`src/rtl/stream_ctrl.sv`:
```
// rtl/stream_ctrl.sv - tile sequencer streaming SRAM words into a MAC corelet and draining its outputs
//
// Ports:
//   clk, reset            clock; synchronous active-high reset
//   start                 one-cycle tile start, honoured only while idle
//   w_base/a_base/o_base  weight / activation / output base addresses, latched on start
//   mem_cen/mem_addr      input-SRAM read strobe and address
//   mem_q                 input-SRAM read data, one cycle after mem_cen
//   data/ack              word to the corelet and its qualifier ([0] weight, [1] activation)
//   inst                  corelet instruction, bit 4 = new tile
//   req                   corelet requests ([0] weights, [1] activations, [2] output row ready)
//   psum_in               corelet output row
//   omem_wen/addr/d       output-SRAM write port, driven combinationally from req[2]
//   busy/done             tile in progress / one-cycle completion pulse
module stream_ctrl #(
    parameter int rows    = 8,
    parameter int cols    = 8,
    parameter int psum_bw = 16,
    parameter int addr_bw = 11,
    parameter int w_len   = 8,
    parameter int a_len   = 16
) (
    input  logic                     clk,
    input  logic                     reset,
    input  logic                     start,
    input  logic [addr_bw-1:0]       w_base,
    input  logic [addr_bw-1:0]       a_base,
    input  logic [addr_bw-1:0]       o_base,
    output logic                     mem_cen,
    output logic [addr_bw-1:0]       mem_addr,
    input  logic [4*rows-1:0]        mem_q,
    output logic [4*rows-1:0]        data,
    output logic [15:0]              inst,
    input  logic [3:0]               req,
    output logic [3:0]               ack,
    input  logic [psum_bw*cols-1:0]  psum_in,
    output logic                     omem_wen,
    output logic [addr_bw-1:0]       omem_addr,
    output logic [psum_bw*cols-1:0]  omem_d,
    output logic                     busy,
    output logic                     done
);

    localparam int max_len = (w_len > a_len) ? w_len : a_len;
    localparam int k_bw    = $clog2(max_len + 1);
    localparam int o_bw    = $clog2(a_len + 1);

    localparam logic [k_bw-1:0] k_w_last = k_bw'(w_len - 1);
    localparam logic [k_bw-1:0] k_a_last = k_bw'(a_len - 1);
    localparam logic [o_bw-1:0] o_full   = o_bw'(a_len);

    typedef enum logic [2:0] {
        IDLE, NEWT, WAIT_W, LOAD_W, WAIT_A, LOAD_A, DRAIN, FIN
    } state_t;

    state_t               r_state;
    state_t               w_next;
    logic [k_bw-1:0]      r_k;
    logic [k_bw-1:0]      w_k_next;
    logic [o_bw-1:0]      r_o_cnt;
    logic [addr_bw-1:0]   r_w_base;
    logic [addr_bw-1:0]   r_a_base;
    logic [addr_bw-1:0]   r_o_base;
    logic                 r_ack_w;
    logic                 r_ack_a;
    logic                 w_owr;
    logic                 w_unused;

    assign w_unused = req[3];

    always_ff @(posedge clk) begin
        if (reset) begin
            r_state  <= IDLE;
            r_k      <= '0;
            r_o_cnt  <= '0;
            r_w_base <= '0;
            r_a_base <= '0;
            r_o_base <= '0;
            r_ack_w  <= 1'b0;
            r_ack_a  <= 1'b0;
        end else begin
            r_state <= w_next;
            r_k     <= w_k_next;
            // Read data returns one cycle after the strobe, so the qualifier is the
            // load state delayed by one cycle.
            r_ack_w <= (r_state == LOAD_W);
            r_ack_a <= (r_state == LOAD_A);
            if (r_state == IDLE && start) begin
                r_w_base <= w_base;
                r_a_base <= a_base;
                r_o_base <= o_base;
                r_o_cnt  <= '0;
            end else if (w_owr) begin
                r_o_cnt <= r_o_cnt + 1'b1;
            end
        end
    end

    always_comb begin
        w_next   = r_state;
        w_k_next = r_k;
        mem_cen  = 1'b0;
        mem_addr = '0;
        case (r_state)
            IDLE:   if (start) w_next = NEWT;
            NEWT:   w_next = WAIT_W;
            WAIT_W: if (req[0]) w_next = LOAD_W;
            LOAD_W: begin
                mem_cen  = 1'b1;
                mem_addr = r_w_base + addr_bw'(r_k);
                if (r_k == k_w_last) begin
                    w_k_next = '0;
                    w_next   = WAIT_A;
                end else begin
                    w_k_next = r_k + 1'b1;
                end
            end
            WAIT_A: if (req[1]) w_next = LOAD_A;
            LOAD_A: begin
                mem_cen  = 1'b1;
                mem_addr = r_a_base + addr_bw'(r_k);
                if (r_k == k_a_last) begin
                    w_k_next = '0;
                    w_next   = DRAIN;
                end else begin
                    w_k_next = r_k + 1'b1;
                end
            end
            // The first DRAIN cycle carries the last activation ack, so DRAIN is
            // never shorter than one cycle even when all rows are already written.
            DRAIN:  if (r_o_cnt == o_full) w_next = FIN;
            FIN:    w_next = IDLE;
            default: w_next = IDLE;
        endcase
    end

    // Output rows beyond a_len are dropped: the counter saturates and gates the write.
    assign w_owr     = (r_state != IDLE) && req[2] && (r_o_cnt != o_full);
    assign omem_wen  = w_owr;
    assign omem_addr = w_owr ? (r_o_base + addr_bw'(r_o_cnt)) : '0;
    assign omem_d    = w_owr ? psum_in : '0;

    assign data = (r_ack_w || r_ack_a) ? mem_q : '0;
    assign ack  = {2'b00, r_ack_a, r_ack_w};
    assign inst = {11'b0, (r_state == NEWT), 4'b0};
    assign busy = (r_state != IDLE);
    assign done = (r_state == FIN);

endmodule

```
`config.mk`:
```
export PLATFORM = sky130hd
export DESIGN_NAME = stream_ctrl
export DESIGN_NICKNAME = d
export VERILOG_FILES = /design/src/rtl/stream_ctrl.sv
export SDC_FILE = /design/constraint.sdc
export NUM_CORES = 1
export LEC_CHECK = 0
export CAP_MARGIN = 5
export CORE_AREA = 2 2 157 159
export CTS_BUF_LIST = sky130_fd_sc_hd__clkbuf_4 sky130_fd_sc_hd__clkbuf_8
export CTS_CLUSTER_DIAMETER = 100
export CTS_CLUSTER_SIZE = 25
export DETAILED_ROUTE_END_ITERATION = 7
export DIE_AREA = 0 0 159 161
export PLACE_DENSITY_LB_ADDON = 0.08
export SETUP_SLACK_MARGIN = 0.02
export SYNTH_ARGS = -nofsm -noshare
export SYNTH_HDL_FRONTEND = slang
export SYNTH_SLANG_ARGS = --single-unit
```
`constraint.sdc`:
```
create_clock -name clk -period 2.9 [get_ports clk]
set_input_delay 0.58 -clock clk [delete_from_list [all_inputs] [get_ports clk]]
set_output_delay 0.58 -clock clk [all_outputs]
set_load 0.05 [all_outputs]
```
==> results of run 1 <==
-- worst reg2reg max path, stage by stage (launching register included) --
cell                       delay, ns
sky130_fd_sc_hd__dfxtp_1        0.47
sky130_fd_sc_hd__ha_1           0.25
sky130_fd_sc_hd__nor4bb_1       0.54
sky130_fd_sc_hd__o22a_1         0.30
sky130_fd_sc_hd__nand2_1        0.09
sky130_fd_sc_hd__xor2_1         0.14
sky130_fd_sc_hd__nor2_1         0.05
-- worst paths after layout --
path               start           to
max           r_state[1]  mem_addr[8]
min          r_w_base[3]  r_w_base[3]
max reg2reg       r_k[1]   r_state[1]
min reg2reg  r_w_base[3]  r_w_base[3]
-- power breakdown --
group | switching [mW] | internal (mW)
Sequential | 0.0363 | 0.705
Clock | 0.249 | 0.260
Combinational | 1.02 | 0.938
-- per-stage QoR --
step	hold WS, ns	utilization	total power, mW	TNS (ns)	std cells
after floorplan	0.436	-	1.66	-0.393	575
after global placement	0.444	0.409	2.69	-0.0161	1256
after detailed placement	0.450	0.409	2.69	-0.0961	1256
after CTS	0.464	0.420	3.22	-1.02	1271
after global routing	0.487	0.427	3.35	-1.63	1281
final	0.462	0.429	3.21	-0.749	1292
-- repair_timing --
item                                    CTS  global route
pin swaps                                20            19
endpoints found under the setup margin   10            14
setup buffers                             8            10
gates resized for setup                  32            25
-- flip-flops by register name, summed over array words and instances, names as in the netlist --
name      cells
r_a_base     11
r_o_base     11
r_w_base     11
r_k           5
r_o_cnt       5
r_state       3
r_ack_a       1
r_ack_w       1
-- cell usage after synthesis (2+ instances only) --
cell,n,area share
sky130_fd_sc_hd__a211oi_1,6,0.011
sky130_fd_sc_hd__ha_1,15,0.047
sky130_fd_sc_hd__nor2_1,31,0.029
sky130_fd_sc_hd__nor3b_1,2,0.0038
sky130_fd_sc_hd__nand4_1,4,0.0063
sky130_fd_sc_hd__nand2b_1,4,0.0063
sky130_fd_sc_hd__clkbuf_1,20,0.019
sky130_fd_sc_hd__nor2b_1,37,0.058
sky130_fd_sc_hd__o21a_1,2,0.0038
sky130_fd_sc_hd__a21o_1,2,0.0038
sky130_fd_sc_hd__and3_1,3,0.0047
sky130_fd_sc_hd__buf_2,12,0.015
sky130_fd_sc_hd__inv_2,2,0.0019
sky130_fd_sc_hd__fa_1,2,0.010
sky130_fd_sc_hd__and2_1,131,0.21
sky130_fd_sc_hd__dfxtp_1,48,0.24
sky130_fd_sc_hd__o21ai_0,8,0.010
sky130_fd_sc_hd__xor2_1,12,0.026
sky130_fd_sc_hd__nand3_1,5,0.0063
sky130_fd_sc_hd__buf_4,21,0.040
sky130_fd_sc_hd__nand2_1,95,0.089
sky130_fd_sc_hd__o2111ai_1,3,0.0066
sky130_fd_sc_hd__xnor2_1,6,0.013
sky130_fd_sc_hd__a21oi_1,41,0.051
sky130_fd_sc_hd__o31a_1,2,0.0044
sky130_fd_sc_hd__nor3_1,7,0.0088
sky130_fd_sc_hd__mux2i_1,5,0.013
sky130_fd_sc_hd__inv_1,11,0.010
-- kinds of logic after synthesis --
group / share of synthesized area
and+or+nand+nor: 0.443
AOI/OAI and AO/OA: 0.103
buffers and inverters: 0.0897
muxes: 0.0257
adders and majority gates: 0.0571
other: 0.000940
xor gates and xnor gates: 0.0395
DFF: 0.241
-- final cells by class --
cell class              count  area, µm²  area share
multi-input cells         459       3000       0.292
well taps                 324        405      0.0395
flip-flops and latches     48        970      0.0944
repair buffers            429       5710       0.556
clock buffers               5       68.8     0.00670
diodes                     11       27.5     0.00268
clock inverters             3       46.3     0.00451
inverters                  13       48.8     0.00475
-- per-layer routing --
layer,vias to the layer above,GRT usage,part of all wire
li1,2566,-,-
met1,2249,0.208,0.39
met2,246,0.304,0.46
met3,22,0.104,0.14
met4,10,0.0174,0.0067
met5,-,0,0.0026
-- cell usage in the layout (no fill, tap or decap), types with 6 or more instances in the layout --
cell type | synthesis | routed
sky130_fd_sc_hd__xor2_1 | 12 | 12
sky130_fd_sc_hd__dfxtp_2 | 0 | 7
sky130_fd_sc_hd__clkdlybuf4s50_1 | 0 | 211
sky130_fd_sc_hd__a21oi_1 | 41 | 41
sky130_fd_sc_hd__nor2_2 | 0 | 6
sky130_fd_sc_hd__nor2_1 | 31 | 22
sky130_fd_sc_hd__buf_4 | 21 | 60
sky130_fd_sc_hd__diode_2 | 0 | 11
sky130_fd_sc_hd__inv_1 | 11 | 9
sky130_fd_sc_hd__dfxtp_1 | 48 | 41
sky130_fd_sc_hd__nor2b_1 | 37 | 35
sky130_fd_sc_hd__conb_1 | 1 | 17
sky130_fd_sc_hd__nand2_2 | 0 | 9
sky130_fd_sc_hd__nand2_1 | 95 | 84
sky130_fd_sc_hd__ha_4 | 0 | 6
sky130_fd_sc_hd__ha_1 | 15 | 9
sky130_fd_sc_hd__buf_12 | 0 | 156
sky130_fd_sc_hd__and2_1 | 131 | 131
==> implementation parameters, run 1 <==
Parameter                              Value

Worst setup path
  Peak per-stage delay on the critical path ... 0.35 ns
  Path depth of the worst reg2reg path ... 6
  Worst EP required ... ~2.3 ns
  Worst Setup Start Kind ... flop
  Cell family with most CP delay ... simple AND/OR/NAND/NOR gates
  Path length in cells of the critical path ... 12
  Slowest stage cell on the critical path ... sky130_fd_sc_hd__fa_2
  Nature of the critical path endpoint ... primary output
  Maximum fanout count along the critical path ... 4
  Crit path DAT ... approximately 2.5 ns
  Minimum setup slack among reg-to-reg paths ... 0.95 ns
  Worst-path cell chain ... and3b_2 > nand2_2 > nand2_4 > ha_4 > inv_2 > fa_2 > nor2b_4 > o31a_1 > o211ai_1 > xnor2_1 > nor2_4 > buf_12
  Number of buffers and inverters on the critical path ... 2
  Setup CP Type ... flop to primary output

Layout
  Number of nets in the layout ... 1,173
  Number of inserted filler cells in the final layout ... 2,360
  Proportion of layout cells with a drive suffix above 1 ... 0.303
  Area grow syn2layout ... 158%
  Summed area of non-filler cells in the final layout ... 0.0103 mm²

Clock tree
  Clock latency of the later-clocked register in the worst-skew pair ... 0.31 ns
  Total CTS buffers ... 5
  H-tree levels ... 2
  Clock root cell ... sky130_fd_sc_hd__clkbuf_8
  Cts hold-fix bufs ... 0
  CTS tree ... yes
  Clk sink count ... 48
  Clock transition at the register clock pins on the worst setup and hold paths after CTS ... around 0.10 ns
  Number of buffers on the longest clock path ... 2

Yosys
  Average cell area after synthesis ... 7.13 µm²
  Synth Warn # ... 0
  Most common flop cell mapped by yosys ... sky130_fd_sc_hd__dfxtp_1
  Seq/Total Area, Yosys ... 0.241
  Number of enable-type register cells in the synthesized netlist ... 0
  Number of distinct library cells after synthesis ... 50
  Share of synthesized flip-flops with an asynchronous set or reset ... 0
  Number of register bits inferred by synthesis ... 48
  Number of cells produced by synthesis ... 559
  Area of the mapped netlist ... 0.00399 mm²

Run
  Number of maximum-capacitance violations ... 0

Timing
  PnR worst setup slack ... -0.204 ns
  Worst slew margin relative to its limit ... 0.520
  Post-route minimum period ... around 3.1 ns
  Worst setup skew after layout ... between 0.007 and 0.008 ns
  Max Slew Vio Count ... 0
  Number of setup violations in the final report ... 6
  Period utilization ... 1.07
  Worst Max-Slew Pin Slew ... between 0.7 and 0.8 ns
  Highest clock frequency the design can meet ... 0.322 GHz
  Final count of hold timing violations ... 0
  RSZ-0062 raised after global routing ... yes

Route
  Remaining antenna violation count after routing ... 0
  DRC Markers ... 0
  Total length of routed wires ... 24,000 µm
  Routed WL per cell ... 18.6 µm
  DRT Pass-1 Iters ... 4
  Via density ... 3.94
  Via count ... 5,093
  Iter 0 DRT Violations ... 174

Place
  Dpl hpwl ... approximately 21,000 µm
  Buffers on Ports ... 387
  Dpl ws ... -0.0614 ns
  Placed cell area ... approximately 0.01 mm²
  Routability Congestion ... 0.840

Die
  Initial core utilization ... 0.166
  Boundary pin count ... around 400
  Floorplan die width ... about 160 µm
  Die height ... approximately 160 µm
  CORE AREA ... roughly 0.024 mm²
  Row Count ... 57
  Area of the die ... 0.0256 mm²

Global route
  Maximum number of pins on one net before global-route repair ... 42
  Sum of overflow across all layers after global routing ... 0
  GRT Util Overall ... 0.181
  Vias in the first global route ... 4,950
  Number of antenna violations at the first check in global routing ... 16
  First-pass GRT wire length ... 34,300 µm

Min path
  Classification of the worst-slack hold path ... flop to flop
  Hold Path Stages ... 2

Power
  Worst voltage drop across the vdd grid ... 0.196 mV
  Power Dens Cells ... 312 mW/mm²
  Leakage power total ... between 4 and 5 nW

Run status
  Violated checks ... negative setup slack
  Result of the run ... finished with violations
No activity file was read; power rests on OpenSTA's default activity.
==> run 2: changes to the inputs <==
--- a/config.mk
+++ b/config.mk
@@ -6,12 +6,13 @@
 export NUM_CORES = 1
 export LEC_CHECK = 0
 export CAP_MARGIN = 5
-export CORE_AREA = 2 2 157 159
+export CORE_AREA = 2 2 160 162
 export CTS_BUF_LIST = sky130_fd_sc_hd__clkbuf_4 sky130_fd_sc_hd__clkbuf_8
 export CTS_CLUSTER_DIAMETER = 100
 export CTS_CLUSTER_SIZE = 25
 export DETAILED_ROUTE_END_ITERATION = 7
-export DIE_AREA = 0 0 159 161
+export DIE_AREA = 0 0 162 164
+export DONT_BUFFER_PORTS = 1
 export PLACE_DENSITY_LB_ADDON = 0.08
 export SETUP_SLACK_MARGIN = 0.02
 export SYNTH_ARGS = -nofsm -noshare
==> run 2 against run 1 <==
The run still ends with negative setup slack left. Sequential share of layout area rose by 2.9 points. Via count decreased by 14%. Clock-buffer cell count increased by 1. Critical path type unchanged. Critical endpoint unchanged.
==> implementation parameters, run 2 (synthesis gave the netlist of run 1 again) <==
Parameter                              Value

Worst setup path
  Worst EP required ... 2.32 ns
  Setup CP Type ... flop to primary output
  Number of buffers and inverters on the critical path ... 3
  RR Endpoint ... r_w_base[0]
  CP startpoint ... r_state[2]
  Minimum setup slack among reg-to-reg paths ... 1.04 ns
  Crit path DAT ... roughly 2.6 ns
  Maximum fanout count along the critical path ... 5
  Worst Setup Start Kind ... flop
  Worst-path cell chain ... and3b_2 > buf_6 > nand2_2 > nand2_2 > inv_2 > fa_2 > nor2b_4 > o31a_1 > o211ai_1 > xnor2_1 > nor2_4 > buf_12
  RR Startpoint ... r_state[2]
  Nature of the critical path endpoint ... primary output
  Peak per-stage delay on the critical path ... 0.38 ns
  Path depth of the worst reg2reg path ... 6
  Cell family with most CP delay ... simple AND/OR/NAND/NOR gates
  Top cell by count, worst path ... sky130_fd_sc_hd__nand2_2
  Slowest stage cell on the critical path ... sky130_fd_sc_hd__dfxtp_4

Layout
  Number of nets in the layout ... 961
  Most frequent cells in the layout ... sky130_fd_sc_hd__buf_12 (135), sky130_fd_sc_hd__and2_1 (131), sky130_fd_sc_hd__nand2_1 (88)
  Sequential cell area ... around 970 µm²
  Final cell count without fillers ... between 1,000 and 1,500
  Proportion of layout cells with a drive suffix above 1 ... 0.383
  Biggest registers after layout ... r_a_base: 11 flops, r_o_base: 11 flops, r_w_base: 11 flops
  Summed area of non-filler cells in the final layout ... ~0.008 mm²
  Most common cell after layout, fill and taps aside ... sky130_fd_sc_hd__buf_12
  Footprint of the multi-input gates ... a little under 0.003 mm²
  Number of inserted filler cells in the final layout ... between 2,000 and 3,000
  Area grow syn2layout ... 98.1%

Die
  Initial core utilization ... 0.161
  Die height ... 164 µm
  Floorplan die width ... roughly 160 µm
  Boundary pin count ... 406
  Row Count ... 58
  Area of the die ... 0.0266 mm²
  CORE AREA ... 0.0248 mm²

Timing
  RSZ-0062 raised after global routing ... yes
  Final count of hold timing violations ... 0
  Period utilization ... 1.09
  Max Slew Vio Count ... 0
  Final worst hold slack ... about 0.32 ns
  Worst slew margin relative to its limit ... 0.594
  Highest clock frequency the design can meet ... 0.317 GHz
  Number of setup violations in the final report ... 7
  Post-route minimum period ... 3.15 ns
  Worst setup skew after layout ... 0.0132 ns
  Worst Max-Slew Pin Slew ... 0.612 ns
  PnR worst setup slack ... -0.252 ns

Place
  Instance count after placement with tap cells included ... between 1,000 and 1,500
  Dpl ws ... -0.00733 ns
  Dpl hpwl ... roughly 18,000 µm
  Routability Congestion ... 0.830
  Buffers on Ports ... 0
  Placed cell area ... around 0.0075 mm²

Global route
  GRT Util Overall ... 0.147
  Number of antenna violations at the first check in global routing ... 17
  Sum of overflow across all layers after global routing ... 0
  First-pass GRT wire length ... 28,700 µm
  Maximum number of pins on one net before global-route repair ... 75
  Vias in the first global route ... 4,291

Run
  Number of maximum-capacitance violations ... 0

Route
  Iter 0 DRT Violations ... 111
  Routed WL per cell ... 19.2 µm
  Remaining antenna violation count after routing ... 0
  DRC Markers ... 0
  Highest routing layer actually used ... met5
  DRT Pass-1 Iters ... 4
  Met3 Wirelength ... 2390 µm
  Routed metal-1 wire length ... 8520 µm
  Detailed route wirelength on metal2 ... 9610 µm
  Via count ... 4,394
  Total length of routed wires ... ~21,000 µm
  Via density ... 4.05

Power
  Worst voltage drop across the vdd grid ... 0.179 mV
  Total power after layout ... around 2.8 mW
  Power Dens Cells ... 356 mW/mm²
  Leakage power total ... 3.22 nW

Clock tree
  Number of buffers on the longest clock path ... 2
  Clock latency of the later-clocked register in the worst-skew pair ... approximately 0.32 ns
  CTS tree ... yes
  Total CTS buffers ... 5
  H-tree levels ... 2
  Clock root cell ... sky130_fd_sc_hd__clkbuf_8
  Clk sink count ... 48
  Clock transition at the register clock pins on the worst setup and hold paths after CTS ... 0.10 ns

Run status
  Violated checks ... negative setup slack
  Result of the run ... finished with violations

Min path
  Hold endpoint ... r_state[2]
  Hold path startpoint ... reset
  Classification of the worst-slack hold path ... primary input to flop
  Hold Path Stages ... 1
==> run 2: changes by cell type in the layout (fill, tap and decap cells not counted), sizes merged <==
cell           before  now
bufinv              1    0
clkbuf              5    7
inv                14   13
buf               218  216
clkinv              0    1
diode              11    9
clkdlybuf4s50     211    0
==> run 2: through the flow <==
stage	TNS (ns)	utilization
after floorplan	-0.393	-
after global placement	0	0.302
after detailed placement	-0.0127	0.302
after CTS	-1.09	0.312
after global routing	-2.31	0.318
final	-1.18	0.318
==> run 2: worst reg2reg max path, delay by kind of cell (launching register included) <==
| family | cells | cell delay [ns] |
|---|---|---|
| buffers and inverters | 2 | 0.51 |
| AOI/OAI and AO/OA | 1 | 0.13 |
| DFF | 1 | 0.37 |
| and+or+nand+nor | 3 | 0.79 |
==> run 2: layout make-up <==
class                      count  area share
inverter                      13     0.00649
clock buffer                   6     0.00966
tap                          330      0.0523
timing repair buffer         217       0.429
clock inverter                 2     0.00206
multi-input combinational    459       0.375
sequential                    48       0.123
antenna                        9     0.00285
==> run 2: timing repair <==
item / 4_1_cts / 5_1_grt
hold buffers: 0 / 0
setup endpoints to repair: 13 / 107
pin swaps: 12 / 17
cloned: 0 / 1
gates resized for setup: 28 / 28
setup buffers: 6 / 3
==> run 2: how the worst max path moves through the flow <==
stage / to / slack [ns] / cells after the start
6_report: mem_addr[8] / -0.25 / 12
4_1_cts: mem_addr[8] / -0.21 / 12
5_1_grt: mem_addr[8] / -0.42 / 12
3_3_place_gp: mem_addr[8] / 0.02 / 12
2_1_floorplan: mem_addr[4] / -0.14 / 12
3_5_place_dp: mem_addr[8] / -0.007 / 12
==> run 2: power by group <==
part | internal, mW | switching, mW | total (mW) | leakage (nW)
logic | 0.671 | 0.969 | 1.64 | 2.78
clock network | 0.182 | 0.250 | 0.432 | 0.0449
registers | 0.704 | 0.0369 | 0.741 | 0.395
==> run 2: metal layers <==
metal / vias to the layer above / track usage
met1: 1982 / 0.175
met5: - / 0
li1: 2134 / -
met3: 17 / 0.0740
met4: 8 / 0.0221
met2: 253 / 0.244
==> run 3: changes to the inputs <==
--- a/config.mk
+++ b/config.mk
@@ -13,6 +13,7 @@
 export DETAILED_ROUTE_END_ITERATION = 7
 export DIE_AREA = 0 0 162 164
 export DONT_BUFFER_PORTS = 1
+export MAX_ROUTING_LAYER = met4
 export PLACE_DENSITY_LB_ADDON = 0.08
 export SETUP_SLACK_MARGIN = 0.02
 export SYNTH_ARGS = -nofsm -noshare
==> run 3 against run 2 <==
The run still ends with negative setup slack left. Clock skew about the same. Non-clock buffer count stayed put. Sequential cell count did not move. Clock-buffer cell count stayed put. Fmax about the same. Critical path depth is the same. Final cell count increased by 0.37%. Routed wire length is 0.19% higher. Final area up 0.13%. Combinational power about the same. Power fell by 0.14%.
==> implementation parameters, run 3 (synthesis gave the netlist of run 1 again) <==
Parameter                              Value

Run status
  Result of the run ... finished with violations
  Violated checks ... negative setup slack

Layout
  Most frequent cells in the layout ... sky130_fd_sc_hd__buf_12 (135), sky130_fd_sc_hd__and2_1 (131), sky130_fd_sc_hd__nand2_1 (88)
  Number of inserted filler cells in the final layout ... 2,546
  Number of nets in the layout ... 961
  Summed area of non-filler cells in the final layout ... 0.00791 mm²
  Area grow syn2layout ... 98.4%
  Most common cell after layout, fill and taps aside ... sky130_fd_sc_hd__buf_12
  Proportion of layout cells with a drive suffix above 1 ... 0.383
  Biggest registers after layout ... r_a_base: 11 flops, r_o_base: 11 flops, r_w_base: 11 flops

Die
  CORE AREA ... roughly 0.025 mm²
  Area of the die ... 0.0266 mm²
  Floorplan die width ... roughly 160 µm
  Die height ... about 160 µm
  Initial core utilization ... 0.161
  Boundary pin count ... 406
  Row Count ... 58

Worst setup path
  Worst-path cell chain ... and3b_2 > buf_6 > nand2_2 > nand2_2 > inv_2 > fa_2 > nor2b_4 > o31a_1 > o211ai_1 > xnor2_1 > nor2_4 > buf_12
  Slowest stage cell on the critical path ... sky130_fd_sc_hd__dfxtp_4
  Peak per-stage delay on the critical path ... 0.38 ns
  Top cell by count, worst path ... sky130_fd_sc_hd__nand2_2
  Maximum fanout count along the critical path ... 5
  Nature of the critical path endpoint ... primary output
  Setup CP Type ... flop to primary output
  Crit path DAT ... 2.57 ns
  Worst EP required ... 2.32 ns
  Cell family with most CP delay ... simple AND/OR/NAND/NOR gates
  Number of buffers and inverters on the critical path ... 3
  Worst Setup Start Kind ... flop

Clock tree
  H-tree levels ... 2
  Clock transition at the register clock pins on the worst setup and hold paths after CTS ... 0.10 ns
  Total CTS buffers ... 5
  Number of buffers on the longest clock path ... 2
  Clock root cell ... sky130_fd_sc_hd__clkbuf_8
  Clk sink count ... 48
  CTS tree ... yes
  Clock latency of the later-clocked register in the worst-skew pair ... 0.32 ns
  Cts hold-fix bufs ... 0

Global route
  Vias in the first global route ... between 4,000 and 5,000
  Sum of overflow across all layers after global routing ... 0
  Number of antenna violations at the first check in global routing ... 16
  GRT Util Overall ... 0.152
  Maximum number of pins on one net before global-route repair ... 75
  First-pass GRT wire length ... 28,600 µm

Route
  DRT Pass-1 Iters ... 4
  Via density ... 4.03
  DRC Markers ... 0
  Routed WL per cell ... between 15 and 20 µm
  Total length of routed wires ... approximately 21,000 µm
  Via count ... 4,384
  Remaining antenna violation count after routing ... 0
  Iter 0 DRT Violations ... 129

Timing
  Max Slew Vio Count ... 0
  PnR worst setup slack ... -0.250 ns
  Period utilization ... 1.09
  Number of setup violations in the final report ... 7
  Final count of hold timing violations ... 0
  Final worst hold slack ... 0.315 ns
  RSZ-0062 raised after global routing ... yes
  Post-route minimum period ... ~3.1 ns
  Highest clock frequency the design can meet ... 0.317 GHz
  Worst Max-Slew Pin Slew ... 0.611 ns
  Worst setup skew after layout ... 0.0135 ns
  Worst slew margin relative to its limit ... 0.594

Place
  Placed cell area ... 0.00750 mm²
  Dpl hpwl ... about 18,000 µm
  Buffers on Ports ... 0
  Routability Congestion ... between 0.8 and 0.9

Min path
  Classification of the worst-slack hold path ... primary input to flop

Power
  Total power after layout ... around 2.8 mW
  Power Dens Cells ... 355 mW/mm²
  Power share of the combinational group ... 0.583
  Internal power of the cells ... 1.56 mW
  Leakage power total ... 3.22 nW
  Clock power share ... 0.153
  Proportion of power drawn by flip-flops and latches ... 0.264
  Switching part of the total power ... 0.446
  Worst voltage drop across the vdd grid ... 0.178 mV
  Switching component of the power ... 1.25 mW

Run
  Number of maximum-capacitance violations ... 0
-- run 3: cell types whose count changed in the layout (fill, tap and decap cells not counted), sizes merged --
cell / change
diode: +4
-- run 3: timing repair --
action,CTS,global route
setup endpoints to repair,13,107
pin swaps,12,17
setup buffers,6,3
resized for setup,28,28
gates cloned,0,1
-- run 3: area by class of cell --
class | count | area, µm² | area share
multi-input combinational | 459 | 2960 | 0.375
tap | 330 | 413 | 0.0522
timing repair buffer | 217 | 3390 | 0.428
clock buffer | 6 | 76.3 | 0.00965
clock inverter | 2 | 16.3 | 0.00206
antenna | 13 | 32.5 | 0.00411
inverter | 13 | 51.3 | 0.00649
sequential | 48 | 972 | 0.123
-- run 3: layer usage --
| metal | wire length [µm] | vias to the layer above | track usage |
|---|---|---|---|
| li1 | - | 2140 | - |
| met1 | 8770 | 1987 | 0.181 |
| met5 | 0 | - | - |
| met4 | 201 | 0 | 0.0221 |
| met3 | 2260 | 11 | 0.0649 |
| met2 | 9600 | 246 | 0.244 |
-- run 3: power groups by stage --
stage	Sequential [mW]	Combinational [mW]	Clock, mW
floorplan	0.742	0.914	0
global placement	0.753	1.62	0
detailed placement	0.754	1.62	0
CTS	0.741	1.63	0.455
global route	0.749	1.71	0.475
finish	0.741	1.64	0.430
-- run 3: path summary, 6_finish.rpt --
kind | depth (start not counted) | from | end | slack (ns)
min reg2reg | 2 | r_w_base[1] | r_w_base[1] | 0.45
max reg2reg | 6 | r_state[2] | r_w_base[0] | 1.04
max | 12 | r_state[2] | mem_addr[8] | -0.25
min | 1 | reset | r_o_base[0] | 0.31
-- run 3: per-stage QoR --
stage / std cells / setup TNS, ns / setup slack, ns / utilization
6_report: 1088 / -1.20 / -0.250 / 0.319
5_1_grt: 1087 / -2.37 / -0.424 / 0.319
2_1_floorplan: 575 / -0.393 / -0.139 / -
4_1_cts: 1072 / -1.09 / -0.209 / 0.312
3_5_place_dp: 1058 / -0.0127 / -0.00733 / 0.302
3_3_place_gp: 1058 / 0 / 0.0167 / 0.302
